`src/rtl/add_pkg.sv`:
```
// Shared definitions for the byte-serial adder: FSM state encodings, the
// default operand width in bytes and the byte-counter width helper.
package add_pkg;

  localparam int ADD_NBYTES_DEF = 4;

  typedef enum logic [1:0] {
    ST_IDLE = 2'd0,
    ST_RUN  = 2'd1,
    ST_DONE = 2'd2
  } add_state_e;

  // Counter needs at least one bit even for a single-byte operand.
  function automatic int cnt_width(input int nbytes);
    return (nbytes > 1) ? $clog2(nbytes) : 1;
  endfunction

endpackage

```
`src/rtl/add32_ser_add8.sv`:
```
// Existing 8-bit ripple adder used for one byte per cycle by add32_ser.
module add8 (
  output logic [7:0] SUM,
  output logic       cout,
  input  logic [7:0] A,
  input  logic [7:0] B,
  input  logic       cin
);

  assign {cout, SUM} = {1'b0, A} + {1'b0, B} + {8'h00, cin};

endmodule

```
`src/rtl/add32_ser.sv`:
```
// Byte-serial adder: latches operands on start, adds one byte per cycle
// through a single add8, then pulses done with {cout,sum} = a+b+cin.
module add32_ser
  import add_pkg::*;
#(
  parameter int NBYTES = ADD_NBYTES_DEF
) (
  input  logic              clk,
  input  logic              rst_n,
  input  logic              start,
  input  logic [8*NBYTES-1:0] a,
  input  logic [8*NBYTES-1:0] b,
  input  logic              cin,
  output logic              busy,
  output logic              done,
  output logic [8*NBYTES-1:0] sum,
  output logic              cout
);

  localparam int W  = 8 * NBYTES;
  localparam int CW = cnt_width(NBYTES);
  localparam logic [CW-1:0] CNT_LAST = CW'(NBYTES - 1);

  add_state_e     state_q, state_d;
  logic [CW-1:0]  cnt_q, cnt_d;
  logic           carry_q, carry_d;
  logic [W-1:0]   a_q, a_d;
  logic [W-1:0]   b_q, b_d;
  logic [W-1:0]   sum_q, sum_d;
  logic           cout_q, cout_d;
  logic           busy_q, busy_d;
  logic           done_q, done_d;

  logic [7:0]     byte_a_s;
  logic [7:0]     byte_b_s;
  logic [7:0]     byte_sum_s;
  logic           byte_co_s;

  // Byte lane selected by the counter; {cnt,000} is the bit offset of the lane.
  assign byte_a_s = a_q[{cnt_q, 3'b000} +: 8];
  assign byte_b_s = b_q[{cnt_q, 3'b000} +: 8];

  add8 u_add8 (
    .SUM  (byte_sum_s),
    .cout (byte_co_s),
    .A    (byte_a_s),
    .B    (byte_b_s),
    .cin  (carry_q)
  );

  // Next-state, datapath updates and registered status decode.
  always_comb begin
    state_d = state_q;
    cnt_d   = cnt_q;
    carry_d = carry_q;
    a_d     = a_q;
    b_d     = b_q;
    sum_d   = sum_q;
    cout_d  = cout_q;

    case (state_q)
      ST_IDLE: begin
        if (start) begin
          a_d     = a;
          b_d     = b;
          carry_d = cin;
          cnt_d   = {CW{1'b0}};
          state_d = ST_RUN;
        end else begin
          state_d = ST_IDLE;
        end
      end
      ST_RUN: begin
        sum_d[{cnt_q, 3'b000} +: 8] = byte_sum_s;
        carry_d = byte_co_s;
        if (cnt_q == CNT_LAST) begin
          cnt_d   = {CW{1'b0}};
          cout_d  = byte_co_s;
          state_d = ST_DONE;
        end else begin
          cnt_d   = cnt_q + CW'(1);
        end
      end
      ST_DONE: begin
        state_d = ST_IDLE;
      end
      default: begin
        state_d = ST_IDLE;
      end
    endcase

    // Status flops track the state we are entering, so they match a decode of state_q.
    busy_d = (state_d == ST_RUN) || (state_d == ST_DONE);
    done_d = (state_d == ST_DONE);
  end

  // State, operand and result registers.
  always_ff @(posedge clk or negedge rst_n) begin
    if (!rst_n) begin
      state_q <= ST_IDLE;
      cnt_q   <= {CW{1'b0}};
      carry_q <= 1'b0;
      a_q     <= {W{1'b0}};
      b_q     <= {W{1'b0}};
      sum_q   <= {W{1'b0}};
      cout_q  <= 1'b0;
      busy_q  <= 1'b0;
      done_q  <= 1'b0;
    end else begin
      state_q <= state_d;
      cnt_q   <= cnt_d;
      carry_q <= carry_d;
      a_q     <= a_d;
      b_q     <= b_d;
      sum_q   <= sum_d;
      cout_q  <= cout_d;
      busy_q  <= busy_d;
      done_q  <= done_d;
    end
  end

  assign busy = busy_q;
  assign done = done_q;
  assign sum  = sum_q;
  assign cout = cout_q;

endmodule

```
`config.mk`:
```
export PLATFORM = sky130hd
export DESIGN_NAME = add32_ser
export DESIGN_NICKNAME = d
export VERILOG_FILES = /design/src/rtl/add_pkg.sv /design/src/rtl/add32_ser_add8.sv /design/src/rtl/add32_ser.sv
export SDC_FILE = /design/constraint.sdc
export NUM_CORES = 1
export LEC_CHECK = 0
export ABC_AREA = 1
export BUFFER_PORTS_ARGS = -buffer_cell sky130_fd_sc_hd__buf_2
export CAP_MARGIN = 20
export CORE_UTILIZATION = 49
export CTS_CLUSTER_SIZE = 30
export DETAILED_ROUTE_END_ITERATION = 8
export PLACE_DENSITY = 0.76
export SETUP_SLACK_MARGIN = 0.5
export SYNTH_ARGS = -nofsm -noshare
export SYNTH_HDL_FRONTEND = slang
export SYNTH_SLANG_ARGS = --single-unit
```
`constraint.sdc`:
```
create_clock -name clk -period 2.3 [get_ports clk]
set_input_delay 0.23 -clock clk [delete_from_list [all_inputs] [get_ports clk]]
set_output_delay 0.23 -clock clk [all_outputs]
set_load 0.05 [all_outputs]
```
# --- Yosys cells after proc, flatten, opt, wreduce, memory -nomap -nowiden ---
# Cells that the tools add are included.
totals:
  ff_bits: 104
  in_bits: 68
op_classes:
  mux: 9
  n_eq_ne: 5
  n_addsub: 4
  n_reduce_logical: 6
  shifts: 4
ops:
  columns: ["operator", "count"]
  rows:
  - ["32-bit by 6-bit variable part select with 8-bit output", 2]
  - ["32-bit bitwise mux", 1]
  - ["8-bit by 7-bit variable shift with 32-bit output, first input constant", 1]
  - ["8-bit by 7-bit variable part select with 32-bit output", 1]
  - ["8-bit by 8-bit adder with 9-bit output", 1]
  - ["9-bit by 1-bit adder with 9-bit output", 1]
  - ["2-bit case mux with 2 select lines", 2]
  - ["5-bit negation with 7-bit output", 1]
  - ["2-bit 2-to-1 mux", 3]
  - ["2-bit AND reduction", 3]
  - ["2-bit by 1-bit equality test with 1-bit output, second input constant", 2]
  - ["2-bit equality test, second input constant", 2]
  - ["2-bit by 1-bit adder with 2-bit output, second input constant", 1]
  - ["2-bit zero test", 1]
  - ["1-bit 2-to-1 mux", 2]
  - ["2-bit inequality test, second input constant", 1]
  - ["1-bit case mux with 2 select lines", 1]
  - ["2-bit nonzero test", 1]
  - ["1-bit logical OR", 1]

# --- Longest topological paths before layout ---
# Gate-level depths: netlist (run 1).
depth:
  word_depth: 5
  ltp_mapped: 15

# --- By module ---
# A second synthesis (run 1) with hierarchy kept.
unflattened:
  cells_unflattened: 707
  hier_area_um2: 5696.7
modules_own_cells:
  columns: ["mod", "cells_per_inst", "instances", "area_each_um2"]
  rows:
  - ["add32_ser", 648, 1, 5312.6]
  - ["add8", 59, 1, 384.1]

# --- Least setup slack after synthesis (run 1) ---
# No wires, ideal clock.
synth_timing:
  path_type: "register -> register"
  start: "register cnt_q[0]"
  end: "register sum_q[25], in the netlist sum[25]"
  stages_incl_launch_ff: 12
  path_slack_ps: -144
  required_time_ps: 2217
  synth_period_minus_slack_ps: 2444
  t_arrival_ps: 2361
  cell_sequence: "dfrtp_1 > buf_4 > clkinv_1 > clkbuf_1 > o21ai_0 > o22ai_1 > fa_1 > inv_1 > fa_1 > nor2_1 > nand2_1 > o21ai_0"
synth_via:
  elab_chain_len: 5
  elab_cells_between_ends: 8
  cone_classes: "3 x add/sub; 4 x shift; 1 x mux"
synth_lines:
  columns: ["item", "line_no", "rtl"]
  rows:
  - ["start, declared", "add32_ser.sv:25", "logic [CW-1:0] cnt_q, cnt_d;"]
  - ["start signal, assigned", "add32_ser.sv:101", "cnt_q <= {CW{1'b0}};"]
  - ["start signal, assigned", "add32_ser.sv:111", "cnt_q <= cnt_d;"]
  - ["32-bit by 6-bit variable part select with 8-bit output, on equally long branches", "add32_ser.sv:40, add32_ser.sv:41", null]
  - ["8-bit by 8-bit adder with 9-bit output", "add32_ser_add8.sv:10", "assign {cout, SUM} = {1'b0, A} + {1'b0, B} + {8'h00, cin};"]
  - ["9-bit by 1-bit adder with 9-bit output", "add32_ser_add8.sv:10", null]
  - ["8-bit by 7-bit variable part select with 32-bit output", "add32_ser.sv:74", "sum_d[{cnt_q, 3'b000} +: 8] = byte_sum_s;"]
  - ["32-bit bitwise mux (*)", "add32_ser.sv:74", null]
  - ["end signal, assigned", "add32_ser.sv:105", "sum_q <= {W{1'b0}};"]
  - ["end signal, assigned", "add32_ser.sv:115", "sum_q <= sum_d;"]
  - ["end, declared", "add32_ser.sv:29", "logic [W-1:0] sum_q, sum_d;"]
# Every way passes the cells marked *; elsewhere a longest branch is shown, timed or not.
# A chain may end at the register's enable or synchronous reset.

# --- Worst setup path after layout (run 1) ---
layout_timing:
  start: "register cnt_q[0]"
  end: "register sum_q[20], in the netlist sum[20]"
# Same word-level chain as after synthesis.

==> run summary, run 1 <==
RUN STATUS
----------------------------------------------------------------------------------
Run status                                                            finished, violations left
Violations in the final reports                                       setup timing

SETUP PATH
----------------------------------------------------------------------------------
Longest individual stage delay on the worst path                           0.51 ns
Critical path depth                                                             11
Kind of launch point of the worst setup path                             flip-flop
Kind of end point of the critical path                                   flip-flop
Origin of the critical flop-to-flop path                              cnt_q[0]$_DFFE_PN0P_
Data arrival time of the worst path                                        2.64 ns
Slowest stage cell, crit path                                         sky130_fd_sc_hd__dfrtp_2
Peak fanout along the critical path                                              6
Register-to-register setup slack                                          -0.03 ns
CP Cell Sequence                                                      clkinv_4, o21ai_1, o22ai_2, fa_2, inv_2, fa_2, inv_2, a21oi_4, xnor2_4, nand3_1, nand2_1
Worst endpoint required time                                               2.61 ns
Capturing point of the worst reg2reg path                             sum[20]$_DFFE_PN0P_
Worst-case reg-to-reg path depth                                                11
Buffers & Inverters on Critical Path                                             3
Startpoint-to-endpoint class of the critical path                          reg2reg
Family of cells with the greatest summed delay on the critical path    adder cells

TIMING
----------------------------------------------------------------------------------
Max transition margin                                                        57.2%
Worst-margin pin slew                                                     0.642 ns
Crit path setup slack, layout                                           -0.0287 ns
Maximum clock frequency                                                  0.429 GHz
Total of endpoints with negative setup slack in the final report                 1
Post-layout minimum cycle time                                             2.33 ns
Final hold violation count                                                       0
Max-slew violation count                                                         0
Fin crit share                                                                101%
Worst setup skew after layout                                            0.0158 ns
RSZ-0062 raised after global routing                                          true

WORST HOLD PATH
----------------------------------------------------------------------------------
Path class of the lowest-slack min-delay path                               in2reg
Source of the worst hold timing path                                         b[30]
Hold EP                                                               b_q[30]$_DFFE_PN0P_
Cell depth of the worst min-delay path                                           3

CTS
----------------------------------------------------------------------------------
Clock tree from TritonCTS                                                      yes
CTS Root Buffer Type                                                  sky130_fd_sc_hd__clkbuf_8
Maximum clock insertion buffer count                                             2
Register clock-pin slew on the reported worst setup and hold paths         0.10 ns
H-tree lvl count                                                                 3
Clock Latency Late Sink                                                    0.38 ns
Number of buffers added by the clock tree synthesis step                         9
Clock sink total                                                               104

FLOORPLAN
----------------------------------------------------------------------------------
Placement row count                                                             36
Core area                                                               9730 sq um
I/O pin total                                                                  103
Initial core utilization                                                     50.3%
Die ar.                                                                10400 sq um
Chip height                                                                 102 um
Horizontal die dimension                                                    102 um

ROUTE
----------------------------------------------------------------------------------
Routed Wire Length                                                        13000 um
Number of iterations in the first detailed-routing pass                          7
Remaining antenna violation count after routing                                  0
Drt initial violations                                                         285
Vias per std cell                                                             5.25
Post-DR wirelength/cell                                                    14.9 um
Number of design rule violations left after detail routing                       0
Routed vias                                                                   4581

SYNTHESIS
----------------------------------------------------------------------------------
Leading post-synthesis cells by instance count                        280 x sky130_fd_sc_hd__nand2_1, 104 x sky130_fd_sc_hd__dfrtp_1, 49 x sky130_fd_sc_hd__o21ai_0
Most used standard cell by instance count after synthesis             sky130_fd_sc_hd__nand2_1
Net count after synthesis                                                      691
Count of distinct cell types in the synthesized netlist                         27
Yosys top cell area share                                                    53.2%
Primary flip-flop cell chosen by synthesis mapping                    sky130_fd_sc_hd__dfrtp_1
Cells taking the most area after synthesis                            sky130_fd_sc_hd__dfrtp_1 53%, sky130_fd_sc_hd__nand2_1 21%, sky130_fd_sc_hd__o21ai_0 5.0%
Asr flop ratio synth                                                          100%
Syn avg cell area                                                       8.06 sq um
Part of the Yosys area used for sequential elements                          53.2%
Flop and latch count out of synthesis                                          104
Post-Synthesis Cell Area                                                4890 sq um
Count of synthesis-stage warnings from yosys                                     0
Count of flip-flops with a built-in enable after synthesis                       0
Largest area contributor in the synthesized netlist                   sky130_fd_sc_hd__dfrtp_1
Cell count after synthesis                                                     607

GRT
----------------------------------------------------------------------------------
Number of global-route vias before repair                                     4417
Global route total overflow                                                      0
Total routing resource utilization after global routing                      26.3%
Wire length of the first global-routing pass                              21000 um
Initial antenna violation count                                                  0
Maximum number of pins on one net before global-route repair                    67

PLACED DESIGN
----------------------------------------------------------------------------------
Final Wtd Congestion                                                         0.901
Post-placement cell area                                                5690 sq um
Port buffer count                                                              102
Sum of net half-perimeters after detailed placement                        8680 um

LAYOUT
----------------------------------------------------------------------------------
Share of post-route cells with drive strength above 1                        29.4%
Nets@finish                                                                    819
Final-layout fill cell count                                                   843
Fin area                                                                6320 sq um
Number of diodes                                                                 0
Area delta synth->final                                                      29.2%

JOB
----------------------------------------------------------------------------------
Max-Cap Viols                                                                    0

-- metal layers --
| metal | track usage (%) | part of all wire [%] | up-vias |
|---|---|---|---|
| met1 | 35.9 | 43 | 2158 |
| met2 | 41.9 | 48 | 207 |
| met5 | 0 | 0 | - |
| met4 | 12.7 | 2.9 | 0 |
| met3 | 3.49 | 6.0 | 34 |
| li1 | - | - | 2182 |
-- per-stage QoR --
stage	cells	setup slack, ns	util, %	TNS, ns	hold WS [ns]
after floorplan	607	0.0944	-	0	-0.0656
after global placement	832	0.0469	58.4	0	0.188
after detailed placement	832	-0.0524	58.4	-0.212	0.194
after CTS	863	0.0284	62.6	0	0.0406
after global routing	872	-0.136	65.0	-1.39	0.0470
final	872	-0.0287	65.0	-0.0287	0.0434
-- how the worst max path moves through the flow --
stage	start	endpoint	slack, ns
after floorplan	cnt_q[0]$_DFFE_PN0P_	sum[9]$_DFFE_PN0P_	0.09
after global placement	cnt_q[0]$_DFFE_PN0P_	sum[25]$_DFFE_PN0P_	0.05
after detailed placement	cnt_q[0]$_DFFE_PN0P_	sum[12]$_DFFE_PN0P_	-0.05
after CTS	cnt_q[0]$_DFFE_PN0P_	sum[25]$_DFFE_PN0P_	0.03
after global routing	cnt_q[0]$_DFFE_PN0P_	sum[20]$_DFFE_PN0P_	-0.14
final	cnt_q[0]$_DFFE_PN0P_	sum[20]$_DFFE_PN0P_	-0.03
-- cell families after synthesis --
kind of cell    share of synthesized area [%]
simple gates                             28.4
flops                                    53.2
compound gates                           8.28
buf+inv                                  5.24
fa+ha+maj                                4.40
xor+xnor                                0.537
-- final cells by class --
| class | instances | area [sq um] | area share [%] |
|---|---|---|---|
| multi-input combinational | 440 | 2300 | 36.3 |
| clock inverter | 4 | 55.1 | 0.871 |
| timing repair buffer | 142 | 905 | 14.3 |
| timing repair inverter | 2 | 17.5 | 0.277 |
| tap | 133 | 166 | 2.63 |
| clock buffer | 11 | 131 | 2.08 |
| sequential | 104 | 2600 | 41.2 |
| inverter | 36 | 146 | 2.32 |
-- registers in the layout, indices dropped and copies added (netlist names) --
register	count
a_q	32
b_q	32
sum	32
cnt_q	2
state_q	2
busy	1
carry_q	1
cout	1
done	1
-- timing repair --
action,4_1_cts,5_1_grt
pin swaps,11,13
hold buffers,1,0
setup endpoints to repair,34,37
gates cloned,2,1
resized for setup,27,46
hold endpoints to repair,28,0
buffers inserted,13,8
-- tightest hold or removal path, cell delays in order --
cell and delay, ns:
sky130_fd_sc_hd__buf_2 0.08, sky130_fd_sc_hd__nand2_1 0.04, sky130_fd_sc_hd__nand2_1 0.04
-- cells in the final DEF (no fill, tap or decap), types with 6 or more instances in the layout --
master and n:
sky130_fd_sc_hd__o21ai_1 18, sky130_fd_sc_hd__nand2_1 275, sky130_fd_sc_hd__ha_1 7, sky130_fd_sc_hd__nand4_1 10, sky130_fd_sc_hd__nand3_1 10, sky130_fd_sc_hd__o22ai_1 9
sky130_fd_sc_hd__nand2_2 6, sky130_fd_sc_hd__nand3_2 7, sky130_fd_sc_hd__o21ai_0 25, sky130_fd_sc_hd__dfrtp_1 103, sky130_fd_sc_hd__clkbuf_8 9, sky130_fd_sc_hd__buf_2 101
sky130_fd_sc_hd__buf_4 31, sky130_fd_sc_hd__inv_1 26, sky130_fd_sc_hd__inv_2 7, sky130_fd_sc_hd__nor2_1 31
Power of run 1 is left out: the tool's default activity adds up to more than one toggle a clock period on the data nets, which glitch-free logic cannot reach.
==> inputs of run 2 (changes only) <==
--- a/config.mk
+++ b/config.mk
@@ -8,11 +8,14 @@
 export ABC_AREA = 1
 export BUFFER_PORTS_ARGS = -buffer_cell sky130_fd_sc_hd__buf_2
 export CAP_MARGIN = 20
+export CORE_MARGIN = 3
 export CORE_UTILIZATION = 49
 export CTS_CLUSTER_SIZE = 30
 export DETAILED_ROUTE_END_ITERATION = 8
 export PLACE_DENSITY = 0.76
+export RECOVER_POWER = 50
 export SETUP_SLACK_MARGIN = 0.5
 export SYNTH_ARGS = -nofsm -noshare
 export SYNTH_HDL_FRONTEND = slang
 export SYNTH_SLANG_ARGS = --single-unit
+export TNS_END_PERCENT = 5
==> run 2 against run 1 <==
The run still ends with setup timing left. Die area is 8.0% higher. Critical path depth increased by 3. Critical path type unchanged. Non-clock buffer count decreased by 4. Sequential cell count did not move. Fmax rose by 0.24%. Register-to-register slack hardly changed. Count of clock-buffer cells in the layout down 1. Hold slack got worse by 0.0044 ns. Cell count decreased by 0.92%. Clock skew shrank 0.0048 ns.
==> run summary, run 2 (synthesis results as in run 1) <==
RUN STATUS
---------------------------------------------------------------------------------
Run status                                                           finished, violations left
Violations in the final reports                                      setup timing

SETUP PATH
---------------------------------------------------------------------------------
CP Cell Sequence                                                     buf_12, clkinv_16, buf_4, o21ai_0, o22ai_2, ha_4, nand2_1, inv_1, a21oi_2, nand2_1, nand2_1, nand2_2, nand4_1, nand2_1
Origin of the critical flop-to-flop path                             cnt_q[0]$_DFFE_PN0P_
Startpoint-to-endpoint class of the critical path                         reg2reg
Cell mode on critical path                                           sky130_fd_sc_hd__nand2_1
Data arrival time of the worst path                                       2.60 ns
Capturing point of the worst reg2reg path                            sum[31]$_DFFE_PN0P_
Worst-case reg-to-reg path depth                                               14
Slowest stage cell, crit path                                        sky130_fd_sc_hd__dfrtp_2
Kind of end point of the critical path                                  flip-flop
Register-to-register setup slack                                         -0.02 ns
Peak fanout along the critical path                                            11
Worst endpoint required time                                              2.57 ns
Kind of launch point of the worst setup path                            flip-flop
Longest individual stage delay on the worst path                          0.44 ns

ROUTE
---------------------------------------------------------------------------------
Post-DR wirelength/cell                                                   16.5 um
Routed vias                                                                  4709
Number of iterations in the first detailed-routing pass                         5
Number of design rule violations left after detail routing                      0
Remaining antenna violation count after routing                                 0
Drt initial violations                                                        331
Vias per std cell                                                            5.45
Routed Wire Length                                                       14200 um

CTS
---------------------------------------------------------------------------------
Clock sink total                                                              104
CTS Root Buffer Type                                                 sky130_fd_sc_hd__clkbuf_8
Number of buffers added by the clock tree synthesis step                        9
H-tree lvl count                                                                3
Maximum clock insertion buffer count                                            2
Register clock-pin slew on the reported worst setup and hold paths        0.10 ns
Clock Latency Late Sink                                                   0.38 ns
Clock tree from TritonCTS                                                     yes

TIMING
---------------------------------------------------------------------------------
Total of endpoints with negative setup slack in the final report                5
Maximum clock frequency                                                 0.430 GHz
Final hold violation count                                                      0
Post-layout minimum cycle time                                            2.32 ns
Max-slew violation count                                                        0
Fin crit share                                                               101%
RSZ-0062 raised after global routing                                         true
Total negative setup slack                                             -0.0517 ns
Max transition margin                                                       25.6%
Worst-margin pin slew                                                     1.12 ns
Crit path setup slack, layout                                          -0.0232 ns
Worst setup skew after layout                                           0.0109 ns

LAYOUT
---------------------------------------------------------------------------------
Commonest non-fill, non-tap cell in the layout                       sky130_fd_sc_hd__nand2_1
Utilization of the core after routing                                       67.4%
Footprint of the multi-input gates                                     2390 sq um
Non-filler cells, final                                                       864
Number of diodes                                                                0
Area occupied by registers                                             2600 sq um
Area delta synth->final                                                     30.3%
Share of post-route cells with drive strength above 1                       29.5%
Final-layout fill cell count                                                  757
Nets@finish                                                                   815
Commonest cells after routing, fill and taps aside                   270 x sky130_fd_sc_hd__nand2_1, 103 x sky130_fd_sc_hd__dfrtp_1, 85 x sky130_fd_sc_hd__buf_2, 28 x sky130_fd_sc_hd__buf_4, 26 x sky130_fd_sc_hd__nor2_1

GRT
---------------------------------------------------------------------------------
Wire length of the first global-routing pass                             21700 um
Total routing resource utilization after global routing                     24.4%
Initial antenna violation count                                                 0
Number of global-route vias before repair                                    4546
Maximum number of pins on one net before global-route repair                   65
Global route total overflow                                                     0

PLACED DESIGN
---------------------------------------------------------------------------------
Setup slack at placement                                                -0.119 ns
Inst Count DP                                                                 828
Final Wtd Congestion                                                        0.864
Port buffer count                                                             102
Sum of net half-perimeters after detailed placement                       8910 um

WORST HOLD PATH
---------------------------------------------------------------------------------
Path class of the lowest-slack min-delay path                              in2reg
Hold EP                                                              a_q[20]$_DFFE_PN0P_
Cell depth of the worst min-delay path                                          3
Source of the worst hold timing path                                        a[20]

FLOORPLAN
---------------------------------------------------------------------------------
Chip height                                                                106 um
Horizontal die dimension                                                   106 um
I/O pin total                                                                 103
Placement row count                                                            35
Die ar.                                                               11200 sq um
Core area                                                              9460 sq um
Initial core utilization                                                    51.7%

JOB
---------------------------------------------------------------------------------
Max-Cap Viols                                                                   0

-- run 2: changes by cell type in the layout (fill, tap and decap cells not counted), sizes merged --
cell      before  now
clkinvlp       2    4
buf          141  118
clkinv         2    6
bufbuf         0    1
clkbuf        11   28
inv           37   32
-- run 2: metal layers --
metal	GRT usage (%)	up-vias	part of all wire, %
met5	0	-	0
met4	9.53	0	3.7
met3	4.01	44	6.0
met2	41.5	212	50
met1	31.3	2279	40
li1	-	2174	-
-- run 2: area by class of cell --
| type | count | area share (%) |
|---|---|---|
| clock buffers | 10 | 2.00 |
| flip-flops and latches | 104 | 40.8 |
| inverters | 36 | 2.65 |
| repair buffers | 138 | 13.1 |
| clock inverters | 5 | 0.922 |
| repair inverters | 2 | 0.510 |
| multi-input cells | 440 | 37.5 |
| well taps | 129 | 2.53 |
-- run 2: worst max-delay path: cells and delay by family, from the launching register on --
family,cells,cell delay [ns]
AND/OR/NAND/NOR,6,0.50
adder cells (fa/ha/maj),1,0.30
flip-flops,1,0.44
AO/OA/AOI/OAI,3,0.54
buffers and inverters,4,0.45
-- run 2: timing repair --
| action | in CTS | in global routing |
|---|---|---|
| setup buffers | 16 | 1 |
| endpoints found under the setup margin | 35 | 37 |
| pin swaps | 18 | 30 |
| hold buffers | 1 | 0 |
| hold endpoints to repair | 43 | 0 |
| gates resized for setup | 39 | 59 |
| cloned | 3 | 0 |
-- run 2: worst max-delay path by stage --
stage                    startpoint                  end  slack (ns)  cells after the start
5_1_grt        cnt_q[0]$_DFFE_PN0P_  sum[31]$_DFFE_PN0P_       -0.12                     14
6_report       cnt_q[0]$_DFFE_PN0P_  sum[31]$_DFFE_PN0P_       -0.02                     14
4_1_cts        cnt_q[0]$_DFFE_PN0P_  sum[12]$_DFFE_PN0P_        0.04                     12
3_5_place_dp   cnt_q[0]$_DFFE_PN0P_  sum[18]$_DFFE_PN0P_       -0.12                     10
2_1_floorplan  cnt_q[0]$_DFFE_PN0P_  sum[25]$_DFFE_PN0P_        0.09                     11
3_3_place_gp   cnt_q[0]$_DFFE_PN0P_  sum[10]$_DFFE_PN0P_       -0.04                     10
-- run 2: per-stage QoR --
step,cell area (sq um),hold slack [ns]
2_1_floorplan,4950,-0.0656
3_3_place_gp,5650,0.255
3_5_place_dp,5650,0.265
4_1_cts,6210,0.0422
5_1_grt,6380,0.0480
6_report,6380,0.0390
Power of run 2 is left out for the same reason.
